<file path="src/rtl/cart_bus_pkg.sv">
// cart_bus_pkg: shared types and address-map constants for the DMG cartridge
// bus master (FSM states, address classes, region boundaries).
package cart_bus_pkg;

   typedef enum logic [2:0] {IDLE, T1, T2, T3, T4} state_t;

   typedef enum logic [1:0] {ROM, VWRAM, CRAM, INT} addr_class_t;

   localparam logic [15:0] CART_RAM_LO = 16'hA000;
   localparam logic [15:0] CART_RAM_HI = 16'hBFFF;
   localparam logic [15:0] INT_LO      = 16'hFE00;
   localparam logic [15:0] ROM_HI      = 16'h7FFF;

   localparam int unsigned WAIT_CNT_W  = 4;

endpackage

</file>
<file path="src/rtl/cart_bus_if.sv">
// cart_bus_if: request/response port plus cartridge-slot pins of the bus master.
//   Request side : req, ready, req_addr, req_we, req_wdata, rdata, rvalid, err
//   Cartridge side: a, d_out, d_oe, d_in, nrd, nwr, ncs, nwait
//   master modport: the bus master; slave modport: CPU + cartridge environment.
interface cart_bus_if;

   logic        req;
   logic        ready;
   logic [15:0] req_addr;
   logic        req_we;
   logic [7:0]  req_wdata;
   logic [7:0]  rdata;
   logic        rvalid;
   logic        err;
   logic [15:0] a;
   logic [7:0]  d_out;
   logic        d_oe;
   logic [7:0]  d_in;
   logic        nrd;
   logic        nwr;
   logic        ncs;
   logic        nwait;

   modport master (
      input  req, req_addr, req_we, req_wdata, d_in, nwait,
      output ready, rdata, rvalid, err, a, d_out, d_oe, nrd, nwr, ncs
   );

   modport slave (
      output req, req_addr, req_we, req_wdata, d_in, nwait,
      input  ready, rdata, rvalid, err, a, d_out, d_oe, nrd, nwr, ncs
   );

endinterface

</file>
<file path="src/rtl/cart_bus_decode.sv">
// cart_bus_decode: combinational address-class decode.
//   i_addr in  16  CPU address
//   o_cls  out  2  ROM (0000-7FFF), CRAM (A000-BFFF), INT (FE00-FFFF), VWRAM (rest)
module cart_bus_decode
   import cart_bus_pkg::*;
(
   input  logic [15:0] i_addr,
   output addr_class_t o_cls
);

   always_comb begin
      o_cls = VWRAM;
      if (i_addr <= ROM_HI) begin
         o_cls = ROM;
      end else if (i_addr >= CART_RAM_LO && i_addr <= CART_RAM_HI) begin
         o_cls = CRAM;
      end else if (i_addr >= INT_LO) begin
         o_cls = INT;
      end
   end

endmodule

</file>
<file path="src/rtl/cart_bus_master.sv">
// cart_bus_master: runs one 4-T-cycle DMG cartridge bus cycle per accepted request.
//   clk   in  T-cycle clock (rising edge)
//   nrst  in  asynchronous active-low reset
//   bus   cart_bus_if.master: request port (req/ready/req_*/rdata/rvalid/err)
//         and cartridge pins (a/d_out/d_oe/d_in/nrd/nwr/ncs/nwait)
// Optional feature macro: CART_BUS_WAIT_EN (nwait stretches T3 up to WAIT_MAX
// extra cycles; on expiry err pulses alongside the cycle's completion).
module cart_bus_master
   import cart_bus_pkg::*;
#(
   parameter int unsigned WAIT_MAX = 15
)
(
   input  logic       clk,
   input  logic       nrst,
   cart_bus_if.master bus
);

   state_t      r_state;
   state_t      w_state_nxt;
   logic [15:0] r_addr;
   logic        r_we;
   logic [7:0]  r_wdata;
   addr_class_t r_cls;
   addr_class_t w_req_cls;
   logic [7:0]  r_rdata;
   logic        r_rvalid;
   logic        r_err;
   logic        w_ready;
   logic        w_accept;
   logic        w_t4_exit;
   logic        w_wait_hold;
   logic        w_timeout_exit;

   cart_bus_decode u_decode (
      .i_addr (bus.req_addr),
      .o_cls  (w_req_cls)
   );

   assign w_ready   = (r_state == IDLE) || (r_state == T4);
   assign w_accept  = bus.req && w_ready;
   assign w_t4_exit = (r_state == T4);

`ifdef CART_BUS_WAIT_EN
   localparam logic [WAIT_CNT_W-1:0] LP_WAIT_MAX = WAIT_CNT_W'(WAIT_MAX);

   logic [WAIT_CNT_W-1:0] r_wait_cnt;
   logic                  r_timeout;
   logic                  w_wait_expire;

   assign w_wait_hold   = (r_state == T3) && !bus.nwait && (r_wait_cnt != LP_WAIT_MAX);
   assign w_wait_expire = (r_state == T3) && !bus.nwait && (r_wait_cnt == LP_WAIT_MAX);

   always_ff @(posedge clk or negedge nrst) begin
      if (!nrst) begin
         r_wait_cnt <= '0;
         r_timeout  <= 1'b0;
      end else begin
         if (r_state == T2) begin
            r_wait_cnt <= '0;
         end else if (w_wait_hold) begin
            r_wait_cnt <= r_wait_cnt + 1'b1;
         end
         // Timeout is remembered through T4 so err lines up with rvalid.
         if (w_wait_expire) begin
            r_timeout <= 1'b1;
         end else if (w_t4_exit) begin
            r_timeout <= 1'b0;
         end
      end
   end

   assign w_timeout_exit = w_t4_exit && r_timeout;
`else
   logic w_unused_nwait;

   assign w_unused_nwait = bus.nwait;
   assign w_wait_hold    = 1'b0;
   assign w_timeout_exit = 1'b0;
`endif

   always_ff @(posedge clk or negedge nrst) begin
      if (!nrst) begin
         r_state <= IDLE;
      end else begin
         r_state <= w_state_nxt;
      end
   end

   always_comb begin
      w_state_nxt = r_state;
      case (r_state)
         IDLE:    if (w_accept) w_state_nxt = T1;
         T1:      w_state_nxt = T2;
         T2:      w_state_nxt = T3;
         T3:      if (!w_wait_hold) w_state_nxt = T4;
         T4:      w_state_nxt = w_accept ? T1 : IDLE;
         default: w_state_nxt = IDLE;
      endcase
   end

   always_ff @(posedge clk or negedge nrst) begin
      if (!nrst) begin
         r_addr  <= '0;
         r_we    <= 1'b0;
         r_wdata <= '0;
         r_cls   <= ROM;
      end else if (w_accept) begin
         r_addr  <= bus.req_addr;
         r_we    <= bus.req_we;
         r_wdata <= bus.req_wdata;
         r_cls   <= w_req_cls;
      end
   end

   always_ff @(posedge clk or negedge nrst) begin
      if (!nrst) begin
         r_rdata  <= '0;
         r_rvalid <= 1'b0;
         r_err    <= 1'b0;
      end else begin
         r_rvalid <= w_t4_exit && !r_we;
         r_err    <= w_timeout_exit;
         if (w_t4_exit && !r_we) begin
            r_rdata <= (r_cls == INT) ? 8'hFF : bus.d_in;
         end
      end
   end

   // Strobes decode straight from the state register so an async reset
   // releases them in the same instant as the state returns to IDLE.
   always_comb begin
      logic w_ext;
      logic w_mid;
      w_ext      = (r_cls != INT);
      w_mid      = (r_state == T2) || (r_state == T3) || (r_state == T4);
      bus.ready  = w_ready;
      bus.a      = r_addr;
      bus.d_out  = r_wdata;
      bus.d_oe   = w_mid && r_we && w_ext;
      bus.nrd    = !((r_state != IDLE) && !r_we && w_ext);
      bus.nwr    = !((r_state == T3) && r_we && w_ext);
      bus.ncs    = !(w_mid && (r_cls == CRAM));
      bus.rdata  = r_rdata;
      bus.rvalid = r_rvalid;
      bus.err    = r_err;
   end

endmodule
</file>
<file path="src/flat_wrapper.sv">
// flat-port wrapper written by rule: the top's interface ports become plain ports
module cart_bus_master_flat import cart_bus_pkg::*;
#(
   parameter int unsigned WAIT_MAX = 15
)
  (clk, nrst, bus_req, bus_req_addr, bus_req_we, bus_req_wdata, bus_d_in, bus_nwait, bus_ready, bus_rdata, bus_rvalid, bus_err, bus_a, bus_d_out, bus_d_oe, bus_nrd, bus_nwr, bus_ncs);
  cart_bus_if bus_i ();
  input  logic clk;
  input  logic nrst;
  input wire logic [$bits(bus_i.req)-1:0] bus_req;
  input wire logic [$bits(bus_i.req_addr)-1:0] bus_req_addr;
  input wire logic [$bits(bus_i.req_we)-1:0] bus_req_we;
  input wire logic [$bits(bus_i.req_wdata)-1:0] bus_req_wdata;
  input wire logic [$bits(bus_i.d_in)-1:0] bus_d_in;
  input wire logic [$bits(bus_i.nwait)-1:0] bus_nwait;
  output wire logic [$bits(bus_i.ready)-1:0] bus_ready;
  output wire logic [$bits(bus_i.rdata)-1:0] bus_rdata;
  output wire logic [$bits(bus_i.rvalid)-1:0] bus_rvalid;
  output wire logic [$bits(bus_i.err)-1:0] bus_err;
  output wire logic [$bits(bus_i.a)-1:0] bus_a;
  output wire logic [$bits(bus_i.d_out)-1:0] bus_d_out;
  output wire logic [$bits(bus_i.d_oe)-1:0] bus_d_oe;
  output wire logic [$bits(bus_i.nrd)-1:0] bus_nrd;
  output wire logic [$bits(bus_i.nwr)-1:0] bus_nwr;
  output wire logic [$bits(bus_i.ncs)-1:0] bus_ncs;
  assign bus_i.req = bus_req;
  assign bus_i.req_addr = bus_req_addr;
  assign bus_i.req_we = bus_req_we;
  assign bus_i.req_wdata = bus_req_wdata;
  assign bus_i.d_in = bus_d_in;
  assign bus_i.nwait = bus_nwait;
  assign bus_ready = bus_i.ready;
  assign bus_rdata = bus_i.rdata;
  assign bus_rvalid = bus_i.rvalid;
  assign bus_err = bus_i.err;
  assign bus_a = bus_i.a;
  assign bus_d_out = bus_i.d_out;
  assign bus_d_oe = bus_i.d_oe;
  assign bus_nrd = bus_i.nrd;
  assign bus_nwr = bus_i.nwr;
  assign bus_ncs = bus_i.ncs;
  cart_bus_master #(.WAIT_MAX(WAIT_MAX)) u_core (.clk(clk), .nrst(nrst), .bus(bus_i));
endmodule
</file>
<file path="config.mk">
export PLATFORM = sky130hd
export DESIGN_NAME = cart_bus_master_flat
export DESIGN_NICKNAME = d
export VERILOG_FILES = /design/src/rtl/cart_bus_pkg.sv /design/src/rtl/cart_bus_if.sv /design/src/rtl/cart_bus_decode.sv /design/src/rtl/cart_bus_master.sv /design/src/flat_wrapper.sv
export SDC_FILE = /design/constraint.sdc
export NUM_CORES = 1
export LEC_CHECK = 0
export ABC_AREA = 0
export BUFFER_PORTS_ARGS = -buffer_cell sky130_fd_sc_hd__clkbuf_2
export CELL_PAD_IN_SITES_DETAIL_PLACEMENT = 0
export CELL_PAD_IN_SITES_GLOBAL_PLACEMENT = 1
export CORE_MARGIN = 2
export CORE_UTILIZATION = 35
export CTS_BUF_LIST = sky130_fd_sc_hd__clkbuf_4 sky130_fd_sc_hd__clkbuf_8 sky130_fd_sc_hd__clkbuf_16
export CTS_CLUSTER_DIAMETER = 40
export DETAILED_ROUTE_END_ITERATION = 12
export MAX_ROUTING_LAYER = met4
export PLACE_DENSITY = 0.75
export SYNTH_ARGS = -nofsm -noshare
export SYNTH_HDL_FRONTEND = slang
export SYNTH_SLANG_ARGS = --single-unit
</file>
<file path="constraint.sdc">
create_clock -name clk -period 2.2 [get_ports clk]
set_input_delay 0.33 -clock clk [delete_from_list [all_inputs] [get_ports clk]]
set_output_delay 0.33 -clock clk [all_outputs]
set_load 0.05 [all_outputs]
</file>
Word-level counts from Yosys, hierarchy flattened
Index checks and enable logic that the tools add are counted.
- $lt $le $gt $ge: 4
- eq/ne operators: 8
- muxes and demuxes: 7
- reduce and logical (&&, ||, !) cells: 19
- operator list (cell ; count):
    $ge A16 B16 Y1 const B ; 2
    $le A16 B15 Y1 const B ; 1
    $le A16 B16 Y1 const B ; 1
    $pmux W3 S5 ; 1
    $logic_and A1 B1 Y1 ; 10
    $mux W8 ; 1
    $eq A3 B2 Y1 const B ; 2
    $mux W2 ; 3
    $eq A2 B2 Y1 const B ; 2
    $logic_not A1 Y1 ; 4
    $eq A3 B1 Y1 const B ; 1
    $eq A3 B3 Y1 const B ; 1
    $logic_not A3 Y1 ; 1
    $logic_or A1 B1 Y1 ; 3
    $mux W3 ; 1
    $reduce_bool A3 Y1 ; 1
    $ne A2 B1 Y1 const B ; 1
    $ne A2 B2 Y1 const B ; 1
    $mux W1 ; 1
- register bits: 39
- input port bits: 37
- output and inout port bits: 39
- word-level logic and storage cells: 45

Longest topological paths before layout
Gate-level depths: netlist of run 1.
- depth in word-level cells: 5
- mapped depth: 6
- gate-level depth less buffers: 3

Hierarchy
A second synthesis of run 1 with hierarchy kept.
- cell total of the unflattened synthesis: 122
- area, all modules: 1751.7 µm²
- modules (own cells, without submodules) (module ; instances ; cells each ; area each (µm²) ; seq. area each (µm²)):
    cart_bus_master ; 1 ; 117 ; 1725.4 ; 975.9
    cart_bus_decode ; 1 ; 5 ; 26.3 ; 0.0

Worst setup path after synthesis of run 1
Ideal clock, no wire load.
- path type: flip-flop to output port
- start: reg u_core.r_state[1]
- end: out bus_d_oe
- arrival: 2563 ps
- data required time: 1870 ps
- slack: -693 ps
- cell stages (with the launch flop): 5
- path buffers: 1
- cells stage by stage: dfrtp_1 -> buf_6 -> nor2_1 -> a21oi_1 -> nor3b_1
- cells in the longest elaborated chain, start to end: 5
- elaborated cells on any way between the ends: 7
- those cells by class: eq/ne: 3; reduce/logical: 4
- RTL lines (element ; RTL line ; RTL):
    start, declared ; cart_bus_master.sv:19 ; state_t r_state;
    start signal, assigned ; cart_bus_master.sv:86 ; r_state <= w_state_nxt;
    $eq A3 B2 Y1 ; cart_bus_master.sv:136 ; w_mid = (r_state == T2) || (r_state == T3) || (r_state == T4);
    $logic_or A1 B1 Y1 ; cart_bus_master.sv:136 ;
    $logic_or A1 B1 Y1 (*) ; cart_bus_master.sv:136 ;
    $logic_and A1 B1 Y1 (*) (2 in series) ; cart_bus_master.sv:140 ; bus.d_oe = w_mid && r_we && w_ext;
    end, declared ; flat_wrapper.sv:22 ; output wire logic [$bits(bus_i.d_oe)-1:0] bus_d_oe;
Mark *: on every way between the ends. The rest lies on a longest branch, timed or not.

Final worst setup path of run 1
Ends and elaborated chain as after synthesis.

==> results of run 1 <==
[cells by family after synthesis]
logic type                count (synthesis)  share of synthesized area [%]
and+or+nand+nor                          33                           11.4
muxes                                    26                           18.2
other                                     1                          0.233
xor gates and xnor gates                  1                          0.544
DFF                                      39                           60.6
buffers and inverters                    10                           5.12
AOI/OAI and AO/OA                        12                           3.96
[final cells by class]
| type | instances | area share [%] |
|---|---|---|
| clock buffer | 6 | 3.66 |
| clock inverter | 2 | 0.600 |
| inverter | 2 | 0.360 |
| multi-input combinational | 73 | 27.2 |
| sequential | 39 | 46.8 |
| tap | 52 | 3.12 |
| timing repair buffer | 75 | 18.2 |
[metrics by stage]
step	instances	utilization, %	instance area [µm²]	worst slack (ps)
2_1_floorplan	122	-	1620	46.4
3_3_place_gp	241	45.5	2000	557
3_5_place_dp	241	45.5	2000	513
4_1_cts	249	47.5	2080	179
5_1_grt	249	47.5	2080	109
6_report	249	47.5	2080	197
[layout by cell type, fill, tap and decap left out, types with 2 or more instances in the layout]
| cell | n |
|---|---|
| dfrtp_1 | 39 |
| buf_4 | 2 |
| a21oi_1 | 10 |
| and2_1 | 2 |
| inv_1 | 2 |
| clkbuf_8 | 5 |
| nand3b_1 | 2 |
| mux2_2 | 26 |
| clkbuf_2 | 73 |
| nor2_2 | 2 |
| nor2_1 | 17 |
[worst max-delay path: cells and delay by family, from the launching register on]
kind            cells  cell delay (ps)
buf+inv             1              300
flops               1              550
compound gates      1               90
simple gates        2              440
[how the worst max path moves through the flow]
stage                                   from  endpoint  slack (ps)  depth (start not counted)
2_1_floorplan  u_core.r_state[1]$_DFFE_PN0P_  bus_d_oe          50                          4
3_3_place_gp   u_core.r_state[1]$_DFFE_PN0P_  bus_d_oe         560                          4
3_5_place_dp   u_core.r_state[1]$_DFFE_PN0P_  bus_d_oe         510                          4
4_1_cts        u_core.r_state[1]$_DFFE_PN0P_  bus_d_oe         180                          4
5_1_grt        u_core.r_state[1]$_DFFE_PN0P_  bus_d_oe         110                          4
6_report       u_core.r_state[1]$_DFFE_PN0P_  bus_d_oe         200                          4
[flip-flops by register name, indices dropped and copies added, names as in the netlist]
name and count:
u_core.r_state 3, u_core.bus.a 16, u_core.bus.rvalid 1, u_core.r_cls 2, u_core.bus.d_out 8, u_core.bus.rdata 8, u_core.r_we 1
[layer usage]
metal,wire length [µm],vias to the layer above,track usage [%]
met1,1390,551,16.8
met4,38,0,4.40
met5,0,-,-
li1,-,559,-
met2,1530,60,21.9
met3,286,4,4.36
==> flow_summary.ini, run 1 <==
[clock_tree]
post_cts_buffers = 0
clkTransAtPathRegs_ps = 70
clk_latency_ps = 290
cts_resized = 0
cts_max_path_buffers = 2
cts_hold_buf = 0
cts-root-buf = clkbuf_8
clock-sinks = 39
cts_tree = done
cts_buffers = 5
h-tree-depth = 2

[drt]
num_vias = 1174
drc_errors = 0
antenna_left = 0
totalWireLength_um = 3240
viasPerCell = 4.71
initialDrtViolationCount = 56
wl_per_cell_um = 13.0
dr.pass1.iters = 4

[finish]
diodes = 0
syn2layout_area_growth_pct = 29.3
fillers = 416
seqCellArea_um2 = 976
layout-drive-gt1-share_pct = 58.4
fin_nets = 233
multi_input_area_um2 = 567

[worst_setup_path]
worst_setup_path_start_kind = flop
cp_max_fo = 7
r2r_cells = 3
max_stage_delay_ps = 550
rr_startpoint = u_core.r_state[1]$_DFFE_PN0P_
critPathSlowestCell = dfrtp_1
end_kind = primary output
worstReg2RegEnd = u_core.bus.a[12]$_DFFE_PN0P_
critical_path_class = flop to primary output
reg2reg_slack_ps = 600
arrival_ps = 1670
crit_chain = nor2b_1 > a21oi_1 > nor3b_2 > clkbuf_2
required_ps = 1870

[global_routing]
grt_overflow = 0
antenna_found_initial = 0
grt_start_max_net_pins = 40
grt.total_usage_pct = 13.8
grt_pass1_wl_um = 5320
grt_pass1_vias = 1172

[timing]
slew_headroom_pct = 37.0
fin_setup_tns_ps = 0
rsz0062_at_grt = false
finalCritPeriodShare_pct = 91.0
setup_viol = 0
slew_violations = 0
whs_ps = 173
skew_ps = 7.64
worst_pin_slew_ps = 944
min_period_ps = 2000
max_freq_ghz = 0.499
hold_viol = 0

[logic_synthesis]
yosysWarningCount = 0
syn_nets = 159
synthCells = 122
synth_top_cells_by_area = dfrtp_1 61%, mux2_2 18%, nor2_1 4.2%, buf_6 3.5%, a21oi_1 3.1%
ys_seq_elements = 39
yosys.area.top_type = dfrtp_1
synthArstFlopShare_pct = 100
synth_top_area_share_pct = 60.6
ys_types = 25
synth-edff-count = 0
synthFlopType = dfrtp_1
synthTopCellsByCount = 39 x dfrtp_1, 26 x mux2_2, 18 x nor2_1, 10 x a21oi_1, 5 x buf_6
ys_seq_area_share_pct = 60.6
yosysMostFrequentCell = dfrtp_1
syn-cell-area_mm2 = 0.00161
syn_area_per_cell_um2 = 13.2

[min_path]
min_path_type = input pin to asynchronous set/reset pin

[die]
initial_core_util_pct = 36.8
die-area_mm2 = 0.00516
chipHeight_um = 71.9
fp.dieW_um = 71.9
rows = 24
top_level_ports = 76
core_area_mm2 = 0.00438

[run]
max_cap_viol_count = 0

[placement]
hpwl_um = 2410
place_congestion = 0.760
port_buffers = 73

[run_status]
status = finished, final reports clean
Power of run 1 is not shown: default switching activity piles up to over one toggle a cycle in this logic, so the estimate is an artifact.
==> inputs of run 2 (changes only) <==
CORE_ASPECT_RATIO = 0.9   (was not set)
==> run 2 against run 1 <==
Clock-buffer cell count stayed put. First-iteration DRC count rose by 1.8%. Final cell count grew 3.2%. Worst setup slack got worse by 24 ps. Critical path type unchanged. Critical endpoint unchanged. Highest routed layer unchanged. Worst hold slack gained 13 ps. Non-clock buffer count is the same.
==> flow_summary.ini, run 2 (same netlist as run 1, synthesis figures left out) <==
[clock_tree]
cts_resized = 0
cts_hold_buf = 0
post_cts_buffers = 0
clock-sinks = 39
cts_buffers = 5
cts_tree = done
cts-root-buf = clkbuf_8
clkTransAtPathRegs_ps = 70
cts_max_path_buffers = 2
clk_latency_ps = 280
h-tree-depth = 2

[timing]
worst_pin_slew_ps = 954
finalCritPeriodShare_pct = 92.1
skew_ps = 4.11
min_period_ps = 2030
hold_viol = 0
setup_viol = 0
max_freq_ghz = 0.494
whs_ps = 187
fin_setup_tns_ps = 0
rsz0062_at_grt = false
slew_headroom_pct = 36.4
timing.final.ws_setup_ps = 174
slew_violations = 0

[worst_setup_path]
required_ps = 1870
arrival_ps = 1700
max_stage_delay_ps = 550
critical_path_class = flop to primary output
crit_chain = nor2b_1 > a21oi_1 > nor3b_2 > clkbuf_2
end_kind = primary output
worst_setup_path_start_kind = flop
crit_family = flip-flops
critPathSlowestCell = dfrtp_1
cp_max_fo = 7
crit_buf_inv = 1

[die]
fp.dieW_um = 75.5
rows = 23
initial_core_util_pct = 36.4
top_level_ports = 76
chipHeight_um = 68.4
core_area_mm2 = 0.00443
die-area_mm2 = 0.00516

[min_path]
min_path_type = input pin to asynchronous set/reset pin

[finish]
layout_common_cells = 73 x clkbuf_2, 39 x dfrtp_1, 26 x mux2_2
layout-drive-gt1-share_pct = 57.9
syn2layout_area_growth_pct = 29.3
fin_nets = 233
fillers = 455
multi_input_area_um2 = 567
largest_reg_flops = 16
seqCellArea_um2 = 976
mostFrequentLayoutCell = clkbuf_2
diodes = 0

[drt]
initialDrtViolationCount = 57
dr.pass1.iters = 4
wl_per_cell_um = 13.0
viasPerCell = 4.56
drc_errors = 0
num_vias = 1172
antenna_left = 0
totalWireLength_um = 3340

[global_routing]
grt_pass1_wl_um = 5370
grt_start_max_net_pins = 40
grt_pass1_vias = 1178
antenna_found_initial = 0
grt_overflow = 0
grt.total_usage_pct = 14.6

[placement]
place_congestion = 0.706
hpwl_um = 2490
dp_slack_ps = 479
port_buffers = 73

[run]
max_cap_viol_count = 0

[run_status]
status = finished, final reports clean
==> run 2: cell count changes in the layout (fill, tap and decap cells not counted) <==
cell / previous run / this run
clkinv_2: 1 / 0
clkinvlp_4: 1 / 0
==> run 2: metrics by stage <==
stage / instance area (µm²) / util [%] / std cells
2_1_floorplan: 1620 / - / 122
3_3_place_gp: 2010 / 45.3 / 251
3_5_place_dp: 2010 / 45.3 / 251
4_1_cts: 2080 / 47.0 / 257
5_1_grt: 2080 / 47.0 / 257
6_report: 2080 / 47.0 / 257
==> run 2: worst paths after layout <==
path	depth (start not counted)	slack [ps]	endpoint	from
setup / recovery	4	170	bus_d_oe	u_core.r_state[1]$_DFFE_PN0P_
min in group clk	2	280	u_core.bus.d_out[6]$_DFFE_PN0P_	bus_req_wdata[6]
hold reg to reg	1	510	u_core.bus.d_out[6]$_DFFE_PN0P_	u_core.bus.d_out[6]$_DFFE_PN0P_
setup reg to reg	3	610	u_core.bus.a[5]$_DFFE_PN0P_	u_core.r_state[1]$_DFFE_PN0P_
max in group asynchronous	1	1430	u_core.bus.a[7]$_DFFE_PN0P_	nrst
hold / removal	1	190	u_core.r_state[2]$_DFFE_PN0P_	nrst
==> run 2: per-layer routing <==
layer	GRT usage (%)	vias up	share of wire [%]	routed length, µm
li1	-	558	-	-
met5	-	-	0	0
met1	17.6	553	43	1440
met3	3.68	6	7.6	253
met4	6.58	0	1.5	51
met2	23.0	55	48	1590
==> run 2: worst reg2reg max path: stages (launching register included) <==
cell	delay, ps
dfrtp_1	500
nor3b_4	220
buf_4	350
mux2_2	400
==> run 2: area by class of cell <==
cell class	instances	area share (%)
flip-flops and latches	39	46.8
multi-input cells	73	27.2
repair buffers	75	18.2
well taps	62	3.72
clock buffers	6	3.66
inverters	2	0.360
Power of run 2 is left out for the same reason.
